$ cat src/rtl/spi_pkg.sv
// rtl/spi_pkg.sv - shared constants and state encoding for the SPI master controller
//
// Purpose: opcode values, word widths, frame-phase terminal counts and FSM
//          state encoding used by spi_master_ctrl and spi_master_shifter.
// Ports:   none (package).
package spi_pkg;

  localparam int CMD_W  = 10;
  localparam int DATA_W = 8;

  localparam logic [1:0] OP_WR_ADDR = 2'b00;
  localparam logic [1:0] OP_WR_DATA = 2'b01;
  localparam logic [1:0] OP_RD_ADDR = 2'b10;
  localparam logic [1:0] OP_RD_DATA = 2'b11;

  // Terminal values of the shared phase counter.
  localparam logic [3:0] SHIFT_LAST = 4'(CMD_W - 1);
  localparam logic [3:0] RECV_LAST  = 4'(DATA_W - 1);

  typedef enum logic [2:0] {
    IDLE,
    START,
    SEL,
    SHIFT,
    GUARD,
    WAIT_RD,
    RECV,
    STOP
  } state_t;

endpackage

$ cat src/rtl/spi_master_shifter.sv
// rtl/spi_master_shifter.sv - MOSI parallel-in/serial-out and MISO serial-in/parallel-out
//
// Purpose: holds the command word and presents its MSB for MOSI; collects MISO
//          bits MSB first. All enables come from the controller FSM.
// Ports:   clk, rst         clock and synchronous active-high reset
//          load, load_data  capture a new command word
//          shift_en         advance the command word by one bit
//          capture_en       shift the current MISO bit into the receive register
//          miso             serial input
//          mosi_bit         current MSB of the command register
//          rx_next          receive register with the current MISO bit appended
module spi_master_shifter
  import spi_pkg::*;
(
  input  logic              clk,
  input  logic              rst,
  input  logic              load,
  input  logic [CMD_W-1:0]  load_data,
  input  logic              shift_en,
  input  logic              capture_en,
  input  logic              miso,
  output logic              mosi_bit,
  output logic [DATA_W-1:0] rx_next
);

  logic [CMD_W-1:0]  piso;
  logic [DATA_W-1:0] sipo;

  always_ff @(posedge clk) begin
    if (rst) begin
      piso <= '0;
      sipo <= '0;
    end else begin
      if (load) begin
        piso <= load_data;
      end else if (shift_en) begin
        piso <= {piso[CMD_W-2:0], 1'b0};
      end
      if (capture_en) begin
        sipo <= rx_next;
      end
    end
  end

  assign mosi_bit = piso[CMD_W-1];
  // Exposed so the controller can latch the full byte on the last RECV edge.
  assign rx_next  = {sipo[DATA_W-2:0], miso};

endmodule

$ cat src/rtl/spi_master_ctrl.sv
// rtl/spi_master_ctrl.sv - host-side SPI master framing 10-bit commands onto MOSI/MISO
//
// Purpose: accepts a command word, drives one SS_n frame (START, SEL, 10 SHIFT
//          bits, GUARD), and for read-data commands waits RD_LAT cycles and
//          samples 8 MISO bits into rd_data.
// Ports:   clk, rst                      clock, synchronous active-high reset
//          cmd_valid, cmd_ready, cmd_data command handshake, [9:8] opcode, [7:0] payload
//          SS_n, MOSI, MISO              serial interface (SS_n/MOSI registered)
//          rd_valid, rd_data             read byte and its 1-cycle strobe
//          cmd_done                      1-cycle pulse as SS_n returns high
//          cmd_err                       only with SPI_MASTER_SEQ_CHECK_EN: rd-data
//                                        rejected because no rd-addr preceded it
// Config:  SPI_MASTER_SEQ_CHECK_EN enables rd-addr/rd-data sequence checking.
module spi_master_ctrl
  import spi_pkg::*;
#(
  parameter int RD_LAT   = 4,
  parameter int IDLE_GAP = 1
) (
  input  logic              clk,
  input  logic              rst,
  input  logic              cmd_valid,
  output logic              cmd_ready,
  input  logic [CMD_W-1:0]  cmd_data,
  output logic              SS_n,
  output logic              MOSI,
  input  logic              MISO,
  output logic              rd_valid,
  output logic [DATA_W-1:0] rd_data,
  output logic              cmd_done
`ifdef SPI_MASTER_SEQ_CHECK_EN
  ,
  output logic              cmd_err
`endif
);

  localparam logic [3:0] WAIT_LAST = 4'(RD_LAT - 1);
  localparam logic [3:0] GAP_MIN   = 4'(IDLE_GAP);

  state_t            state;
  logic [3:0]        cnt;
  logic [3:0]        gap_cnt;
  logic [1:0]        opcode;
  logic              accept;
  logic              gap_met;
  logic              seq_block;
  logic              sh_shift;
  logic              sh_capture;
  logic              sh_bit;
  logic [DATA_W-1:0] rx_next;

  assign accept     = (state == IDLE) && cmd_ready && cmd_valid;
  // gap_cnt counts cycles SS_n has been high, including the current one.
  assign gap_met    = (gap_cnt >= GAP_MIN);
  // SEL shows cmd[9] and SHIFT re-sends it, so the register starts moving on the SEL edge.
  assign sh_shift   = (state == SEL) || ((state == SHIFT) && (cnt != SHIFT_LAST));
  assign sh_capture = (state == RECV);

`ifdef SPI_MASTER_SEQ_CHECK_EN
  logic rd_addr_seen;
  assign seq_block = (cmd_data[CMD_W-1:CMD_W-2] == OP_RD_DATA) && !rd_addr_seen;
`else
  assign seq_block = 1'b0;
`endif

  spi_master_shifter u_shifter (
    .clk        (clk),
    .rst        (rst),
    .load       (accept),
    .load_data  (cmd_data),
    .shift_en   (sh_shift),
    .capture_en (sh_capture),
    .miso       (MISO),
    .mosi_bit   (sh_bit),
    .rx_next    (rx_next)
  );

  always_ff @(posedge clk) begin
    if (rst) begin
      state     <= IDLE;
      SS_n      <= 1'b1;
      MOSI      <= 1'b0;
      cmd_ready <= 1'b0;
      rd_valid  <= 1'b0;
      rd_data   <= '0;
      cmd_done  <= 1'b0;
      cnt       <= '0;
      gap_cnt   <= 4'd1;
      opcode    <= OP_WR_ADDR;
`ifdef SPI_MASTER_SEQ_CHECK_EN
      cmd_err      <= 1'b0;
      rd_addr_seen <= 1'b0;
`endif
    end else begin
      cmd_done <= 1'b0;
      rd_valid <= 1'b0;
`ifdef SPI_MASTER_SEQ_CHECK_EN
      cmd_err  <= 1'b0;
`endif
      case (state)
        IDLE: begin
          SS_n <= 1'b1;
          MOSI <= 1'b0;
          if (accept) begin
            cmd_ready <= 1'b0;
            if (seq_block) begin
              // Rejected read: SS_n never dropped, so the gap is already satisfied.
`ifdef SPI_MASTER_SEQ_CHECK_EN
              cmd_err <= 1'b1;
`endif
              gap_cnt <= GAP_MIN;
            end else begin
              state  <= START;
              SS_n   <= 1'b0;
              opcode <= cmd_data[CMD_W-1:CMD_W-2];
            end
          end else if (!cmd_ready) begin
            if (gap_met) begin
              cmd_ready <= 1'b1;
            end else begin
              gap_cnt <= gap_cnt + 4'd1;
            end
          end
        end

        START: begin
          MOSI  <= sh_bit;
          state <= SEL;
        end

        SEL: begin
          MOSI  <= sh_bit;
          cnt   <= '0;
          state <= SHIFT;
        end

        SHIFT: begin
          if (cnt == SHIFT_LAST) begin
            MOSI  <= 1'b0;
            state <= GUARD;
          end else begin
            MOSI <= sh_bit;
            cnt  <= cnt + 4'd1;
          end
        end

        GUARD: begin
          cnt <= '0;
          if (opcode == OP_RD_DATA) begin
            state <= WAIT_RD;
          end else begin
            state    <= STOP;
            SS_n     <= 1'b1;
            cmd_done <= 1'b1;
            gap_cnt  <= 4'd1;
`ifdef SPI_MASTER_SEQ_CHECK_EN
            if (opcode == OP_RD_ADDR) begin
              rd_addr_seen <= 1'b1;
            end
`endif
          end
        end

        WAIT_RD: begin
          if (cnt == WAIT_LAST) begin
            cnt   <= '0;
            state <= RECV;
          end else begin
            cnt <= cnt + 4'd1;
          end
        end

        RECV: begin
          if (cnt == RECV_LAST) begin
            state    <= STOP;
            SS_n     <= 1'b1;
            cmd_done <= 1'b1;
            rd_valid <= 1'b1;
            rd_data  <= rx_next;
            gap_cnt  <= 4'd1;
`ifdef SPI_MASTER_SEQ_CHECK_EN
            rd_addr_seen <= 1'b0;
`endif
          end else begin
            cnt <= cnt + 4'd1;
          end
        end

        STOP: begin
          state <= IDLE;
          if (gap_met) begin
            cmd_ready <= 1'b1;
          end else begin
            gap_cnt <= gap_cnt + 4'd1;
          end
        end

        default: state <= IDLE;
      endcase
    end
  end

endmodule

$ cat config.mk
export PLATFORM = sky130hd
export DESIGN_NAME = spi_master_ctrl
export DESIGN_NICKNAME = d
export VERILOG_FILES = /design/src/rtl/spi_pkg.sv /design/src/rtl/spi_master_shifter.sv /design/src/rtl/spi_master_ctrl.sv
export SDC_FILE = /design/constraint.sdc
export NUM_CORES = 1
export LEC_CHECK = 0
export CAP_MARGIN = 15
export CELL_PAD_IN_SITES_DETAIL_PLACEMENT = 0
export CELL_PAD_IN_SITES_GLOBAL_PLACEMENT = 1
export CORE_MARGIN = 4
export CORE_UTILIZATION = 40
export CTS_BUF_LIST = sky130_fd_sc_hd__clkbuf_16
export DETAILED_ROUTE_END_ITERATION = 7
export GPL_TIMING_DRIVEN = 0
export PLACE_DENSITY = 0.82
export SYNTH_ARGS = -nofsm -noshare
export SYNTH_HDL_FRONTEND = slang
export SYNTH_SLANG_ARGS = --single-unit
$ cat constraint.sdc
create_clock -name clk -period 2.2 [get_ports clk]
set_input_delay 0.44 -clock clk [delete_from_list [all_inputs] [get_ports clk]]
set_output_delay 0.44 -clock clk [all_outputs]
set_load 0.1 [all_outputs]
==> results of run 1 <==
-- area by class of cell --
cell class / count / area, µm²
fill: 455 / 2240
inverter: 4 / 15.0
clock inverter: 3 / 67.6
timing repair buffer: 25 / 267
clock buffer: 5 / 125
multi-input combinational: 176 / 1050
buffer: 17 / 81.3
tap: 67 / 83.8
sequential: 43 / 861
-- power by group through the flow --
| stage | logic [W] | registers, W | clock network, W |
|---|---|---|---|
| after global placement | 0.000588 | 0.000931 | 0 |
| after detailed placement | 0.000585 | 0.000932 | 0 |
| final | 0.000582 | 0.000917 | 0.000959 |
| after global routing | 0.000656 | 0.000927 | 0.00102 |
| after CTS | 0.000583 | 0.000915 | 0.000975 |
| after floorplan | 0.000393 | 0.000981 | 0 |
-- registers in the layout (all words and copies together), names as in the netlist, 2 cells and up --
register	count
u_shifter.piso	10
rd_data	8
u_shifter.sipo	7
cnt	4
gap_cnt	4
state	3
opcode	2
-- placed cells by master, fill, tap and decap left out, types with 2 or more instances in the layout --
cell,instances
sky130_fd_sc_hd__a311oi_1,10
sky130_fd_sc_hd__a31oi_1,3
sky130_fd_sc_hd__nand3b_4,2
sky130_fd_sc_hd__clkdlybuf4s50_1,14
sky130_fd_sc_hd__nand3_1,12
sky130_fd_sc_hd__inv_1,4
sky130_fd_sc_hd__nand2_1,49
sky130_fd_sc_hd__dlygate4sd2_1,3
sky130_fd_sc_hd__a211oi_1,4
sky130_fd_sc_hd__and3b_1,3
sky130_fd_sc_hd__nor2_1,20
sky130_fd_sc_hd__or3_1,2
sky130_fd_sc_hd__buf_2,5
sky130_fd_sc_hd__nor2b_1,3
sky130_fd_sc_hd__clkbuf_1,10
sky130_fd_sc_hd__bufinv_16,2
sky130_fd_sc_hd__o31ai_1,2
sky130_fd_sc_hd__o21ai_0,3
sky130_fd_sc_hd__dlymetal6s2s_1,8
sky130_fd_sc_hd__or4_1,2
sky130_fd_sc_hd__dfxtp_1,43
sky130_fd_sc_hd__clkbuf_16,5
sky130_fd_sc_hd__ha_1,5
sky130_fd_sc_hd__nor3_1,5
sky130_fd_sc_hd__a21oi_1,30
-- what timing repair did --
item | in CTS | in global routing
hold buffers | 0 | 0
resized for setup | 3 | 8
endpoints found under the setup margin | 3 | 8
-- cells by family (layout without fill, tap and decap cells) --
kind of cell | after synthesis | count (layout) | synth area share, %
AOI/OAI and AO/OA | 62 | 62 | 21.4
adders and majority gates | 5 | 5 | 3.12
buffers and inverters | 21 | 54 | 4.80
DFF | 43 | 43 | 42.9
muxes | 1 | 1 | 0.499
and+or+nand+nor | 108 | 108 | 27.3
-- per-layer routing --
metal	share of wire, %	global-route usage, %	wire, µm
met5	0	0	0
met4	1.2	5.15	57
met3	5.4	3.97	250
met2	43	23.9	1980
met1	50	22.3	2310
-- final timing paths --
path | from | end | slack (ps) | depth (start not counted)
setup / recovery | cmd_done$_SDFF_PP0_ | cmd_done | 50 | 1
hold / removal | rd_data[6]$_SDFFE_PP0N_ | rd_data[6]$_SDFFE_PP0N_ | 450 | 2
setup reg to reg | gap_cnt[1]$_SDFFE_PP0P_ | gap_cnt[3]$_SDFFE_PP0P_ | 450 | 6
hold reg to reg | rd_data[6]$_SDFFE_PP0N_ | rd_data[6]$_SDFFE_PP0N_ | 450 | 2
-- stage by stage --
stage	util [%]	hold slack [ps]	area, µm²	power [W]
floorplan	-	432	2010	0.00137
CTS	52.9	456	2530	0.00247
detailed placement	48.9	447	2340	0.00152
global route	53.3	470	2550	0.00260
global placement	48.9	442	2340	0.00152
finish	53.3	450	2550	0.00246
==> parameters.txt, run 1 <==
Parameter                              Value

Routing
  Wire per inst    13.5 µm
  Detailed-routing iteration count for the pre-antenna-repair pass    4
  Initial DRC Count    67
  Average vias per placed instance    ~5.1
  Total Wirelength    4.59 mm
  Number of nets still failing antenna checks after routing    0
  DRC errors left    0
  Vias after detailed routing    1749

Global routing
  Global-route wire length before repair    7.73 mm
  Total overflow reported by the global router    0
  All-layer global routing usage    15.9%
  Vias in the first global route    roughly 1.6k
  Antenna violations before repair    0
  Pin count of the biggest net entering global routing    15

Timing
  Final Hold Violating Endpoints    0
  Minimum clock period    2150 ps
  Final worst-path cycle share    97.9%
  Count of final max-slew check failures    0
  Total negative slack    0 ps
  Worst Clk Skew    a little over 3 ps
  Count of endpoints failing setup in the final report    0
  Actual transition at the worst max-transition pin    976 ps
  Setup WS post-layout    roughly 47 ps
  Worst slew slack as a fraction of its limit    34.8%
  Max Clk Rate    ~0.46 GHz
  RSZ-0062 raised after global routing    no

Placement
  Dpl cells    332
  Routability cong.    0.763
  Number of buffer cells added on primary ports    25
  Post-placement setup slack    roughly 240 ps
  HPWL after detailed placement    3.18 mm

Synth
  Count of flip-flops with a built-in enable after synthesis    0
  Post-synth top area share    42.9%
  Most common flop cell mapped by yosys    sky130_fd_sc_hd__dfxtp_1
  Synthesized cell area    0.00201 mm²
  Synthesized area per cell    8.36 µm²
  Seq/Total Area, Yosys    42.9%
  Post-synthesis cell count    240
  Synth area leader    sky130_fd_sc_hd__dfxtp_1
  Register bit total from synthesis    43
  Area contributors post-synth    sky130_fd_sc_hd__dfxtp_1, sky130_fd_sc_hd__nand2_1, sky130_fd_sc_hd__a21oi_1
  Most instantiated library cell after synthesis    sky130_fd_sc_hd__nand2_1
  Most frequent cells after synthesis    sky130_fd_sc_hd__nand2_1, sky130_fd_sc_hd__dfxtp_1, sky130_fd_sc_hd__a21oi_1
  Net count after synthesis    259
  Yosys synthesis warning count    0
  Number of distinct standard cells referenced by the synthesized netlist    43
  Post-synthesis async set-or-reset flop share    0%

Clock tree
  Clock transition at the registers of the reported paths    about 60 ps
  Total CTS buffers    5
  Total number of H-tree levels    2
  Setup Buffers After CTS    0
  CTS Sinks    43
  Clock latency on the worst-skew pair    around 280 ps
  CTS root buffer    sky130_fd_sc_hd__clkbuf_16
  CTS tree    built
  Max Root-Sink Buffers    2

Die
  Height of the die    78.8 µm
  Area of the die    0.00621 mm²
  Number of top-level design ports    27
  Placement row count    25
  Area of the placeable core    0.00479 mm²
  Initial cell density of the core    41.9%
  Horizontal extent of the die    78.8 µm

Pwr
  Switching Fraction    between 20 and 30%
  Combinational group share of total power    23.7%
  Leakage Power    1.11 nW
  Maximum resistive drop on vdd    0.546 mV
  Internal cell power    ~0.0017 W
  Power dissipated by switching net loads    about 0.00073 W
  Clock share of power    39.0%
  Flop pwr share    37.3%
  Power density over cell area    964 mW/mm²

Layout
  Area added between synthesis and finish    27.1%
  Non-filler cells, final    340
  Post-layout net count    291
  Layout cells sized above 1    9.16%
  Diode count    0

Worst setup path
  Class of the most critical setup path    flop to output pin
  Dominant delay contributor by cell family on the critical path    buffers and inverters
  Signal arrival time at the worst endpoint    1710 ps
  Worst path slowest cell    sky130_fd_sc_hd__clkdlybuf4s50_1
  Crit path buf inv count    1
  Slowest cell delay on critical path    1130 ps
  Kind of start point of the critical path    flop
  Required arrival time at the worst endpoint    1760 ps
  Critical path cell sequence    clkdlybuf4s50_1
  Worst setup EP type    output pin
  Largest fanout of any net on the critical path    1

Worst hold path
  Class of the worst hold path    flop to flop

Outcome
  Run status    completed

Job
  Max capacitance violation total    0
Power figures use the tool's default switching activity.
==> inputs of run 2 (changes only) <==
Settings changed: ABC_CLOCK_PERIOD_IN_PS from default to 2200, GPL_ROUTABILITY_DRIVEN from default to 0, SETUP_SLACK_MARGIN from default to 0.3.
==> parameters.txt, run 2 (synthesized netlist as in run 1, its figures left out) <==
Parameter                              Value

Outcome
  Run status    completed

Clock tree
  Total number of H-tree levels    2 (unchanged)
  CTS tree    built
  Max Root-Sink Buffers    2 (unchanged)
  CTS Sinks    43 (unchanged)
  Total CTS buffers    5 (unchanged)
  CTS root buffer    sky130_fd_sc_hd__clkbuf_16
  Clock latency on the worst-skew pair    280 ps (about the same)
  Clock transition at the registers of the reported paths    60 ps (about the same)

Worst setup path
  Slowest cell delay on critical path    820 ps (-310 ps)
  Dominant delay contributor by cell family on the critical path    buffers and inverters
  Kind of start point of the critical path    flop
  Class of the most critical setup path    flop to output pin
  Signal arrival time at the worst endpoint    1430 ps (-280 ps)
  Crit path buf inv count    1 (unchanged)
  Reg-to-reg setup timing slack    450 ps (about the same)
  Critical path cell sequence    clkdlybuf4s15_1
  Worst path slowest cell    sky130_fd_sc_hd__clkdlybuf4s15_1
  Required arrival time at the worst endpoint    1760 ps (about the same)
  Largest fanout of any net on the critical path    2 (+1)
  Worst setup EP type    output pin

Routing
  Detailed-routing iteration count for the pre-antenna-repair pass    4 (unchanged)
  Number of nets still failing antenna checks after routing    0 (unchanged)
  Vias after detailed routing    1738 (-0.63%)
  Average vias per placed instance    5.11 (-0.63%)
  Wire per inst    13.5 µm (+0.17%)
  Total Wirelength    4.60 mm (+0.17%)
  DRC errors left    0 (unchanged)
  Initial DRC Count    69 (+3.0%)

Global routing
  Antenna violations before repair    0 (unchanged)
  All-layer global routing usage    15.9% (unchanged)
  Global-route wire length before repair    7.73 mm (unchanged)
  Pin count of the biggest net entering global routing    15 (unchanged)
  Total overflow reported by the global router    0 (unchanged)
  Vias in the first global route    1585 (unchanged)

Worst hold path
  Class of the worst hold path    flop to flop

Layout
  Most frequent standard cell in the layout excluding fill and tap cells    sky130_fd_sc_hd__nand2_1
  Register with the highest flop count    u_shifter.piso
  Post-layout net count    291 (unchanged)
  Total non-filler cell area in the finished layout    0.00249 mm² (-2.2%)
  Area added between synthesis and finish    24.3%
  Layout cells sized above 1    12.8% (+3.7 points)
  Most used cells in the layout excluding fill and tap cells    sky130_fd_sc_hd__nand2_1, sky130_fd_sc_hd__dfxtp_1, sky130_fd_sc_hd__a21oi_1
  Number of flip-flops under the largest register name    10 (unchanged)
  Largest registers ranked by flip-flop count    u_shifter.piso: 10 flops, rd_data: 8 flops, u_shifter.sipo: 7 flops
  Diode count    0 (unchanged)

Timing
  Total negative slack    0 ps (unchanged)
  Worst slew slack as a fraction of its limit    36.7% (+1.9 points)
  Actual transition at the worst max-transition pin    953 ps (-22.9 ps)
  Final Hold Violating Endpoints    0 (unchanged)
  RSZ-0062 raised after global routing    no
  Worst Clk Skew    3.09 ps (+0.0475 ps)
  Final worst-path cycle share    84.8% (-13 points)
  Max Clk Rate    0.536 GHz (+15%)
  Count of final max-slew check failures    0 (unchanged)
  Minimum clock period    1870 ps (-287 ps)
  Count of endpoints failing setup in the final report    0 (unchanged)

Die
  Area of the die    0.00621 mm² (unchanged)
  Area of the placeable core    0.00479 mm² (unchanged)
  Initial cell density of the core    41.9% (unchanged)
  Height of the die    78.8 µm (unchanged)
  Number of top-level design ports    27 (unchanged)
  Horizontal extent of the die    78.8 µm (unchanged)
  Placement row count    25 (unchanged)

Pwr
  Leakage Power    0.969 nW (-12%)
  Maximum resistive drop on vdd    0.554 mV (+1.6%)
  Power density over cell area    985 mW/mm² (+2.2%)

Placement
  DP Area    0.00234 mm² (unchanged)
  HPWL after detailed placement    3.18 mm (unchanged)
  Number of buffer cells added on primary ports    25 (unchanged)

Job
  Max capacitance violation total    0 (unchanged)
## run 2: cell types whose count changed in the layout (fill, tap and decap cells not counted), sizes merged
cell | previous run | this run
clkbuf | 15 | 23
dlygate4sd2 | 3 | 1
clkdlybuf4s50 | 14 | 12
clkdlybuf4s15 | 0 | 4
dlymetal6s2s | 8 | 0
## run 2: repair_timing
action / CTS / global route
setup endpoints to repair: 13 / 9
setup buffers: 0 / 0
hold buffers: 0 / 0
resized for setup: 25 / 10
## run 2: power breakdown
part,switching [W],internal [W]
logic,0.000366,0.000217
registers,0.0000599,0.000858
clock network,0.000308,0.000650
total,0.000734,0.00172
## run 2: worst paths after layout
check	startpoint	cells after the start	end
max	rd_data[2]$_SDFFE_PP0N_	1	rd_data[2]
min reg2reg	rd_data[4]$_SDFFE_PP0N_	2	rd_data[4]$_SDFFE_PP0N_
max reg2reg	gap_cnt[1]$_SDFFE_PP0P_	6	gap_cnt[3]$_SDFFE_PP0P_
min	rd_data[4]$_SDFFE_PP0N_	2	rd_data[4]$_SDFFE_PP0N_
## run 2: layout make-up
cell class	count	area (µm²)
fill	464	2290
multi-input combinational	176	1050
sequential	43	861
timing repair buffer	25	211
clock buffer	5	125
tap	67	83.8
buffer	17	81.3
clock inverter	3	67.6
inverter	4	15.0
## run 2: through the flow
stage               setup WS [ps]  power (W)  utilization (%)  hold slack, ps  cells
floorplan                     339    0.00137                -             432    240
global placement              234    0.00152             48.9             442    332
detailed placement            238    0.00152             48.9             447    332
CTS                           198    0.00248             52.9             456    340
global route                  301    0.00260             52.1             470    340
finish                        334    0.00246             52.1             453    340
## run 2: tightest hold or removal path, delay by kind of cell (launching register included)
kind | cells | cell delay [ps]
AOI/OAI and AO/OA | 1 | 50
and+or+nand+nor | 1 | 50
DFF | 1 | 310
## run 2: routing by layer
layer,global-route usage (%),part of all wire (%),vias to the layer above
met1,22.3,50,778
li1,-,-,918
met2,23.9,44,37
met3,3.97,4.8,5
met4,5.15,1.0,0
met5,0,0,-
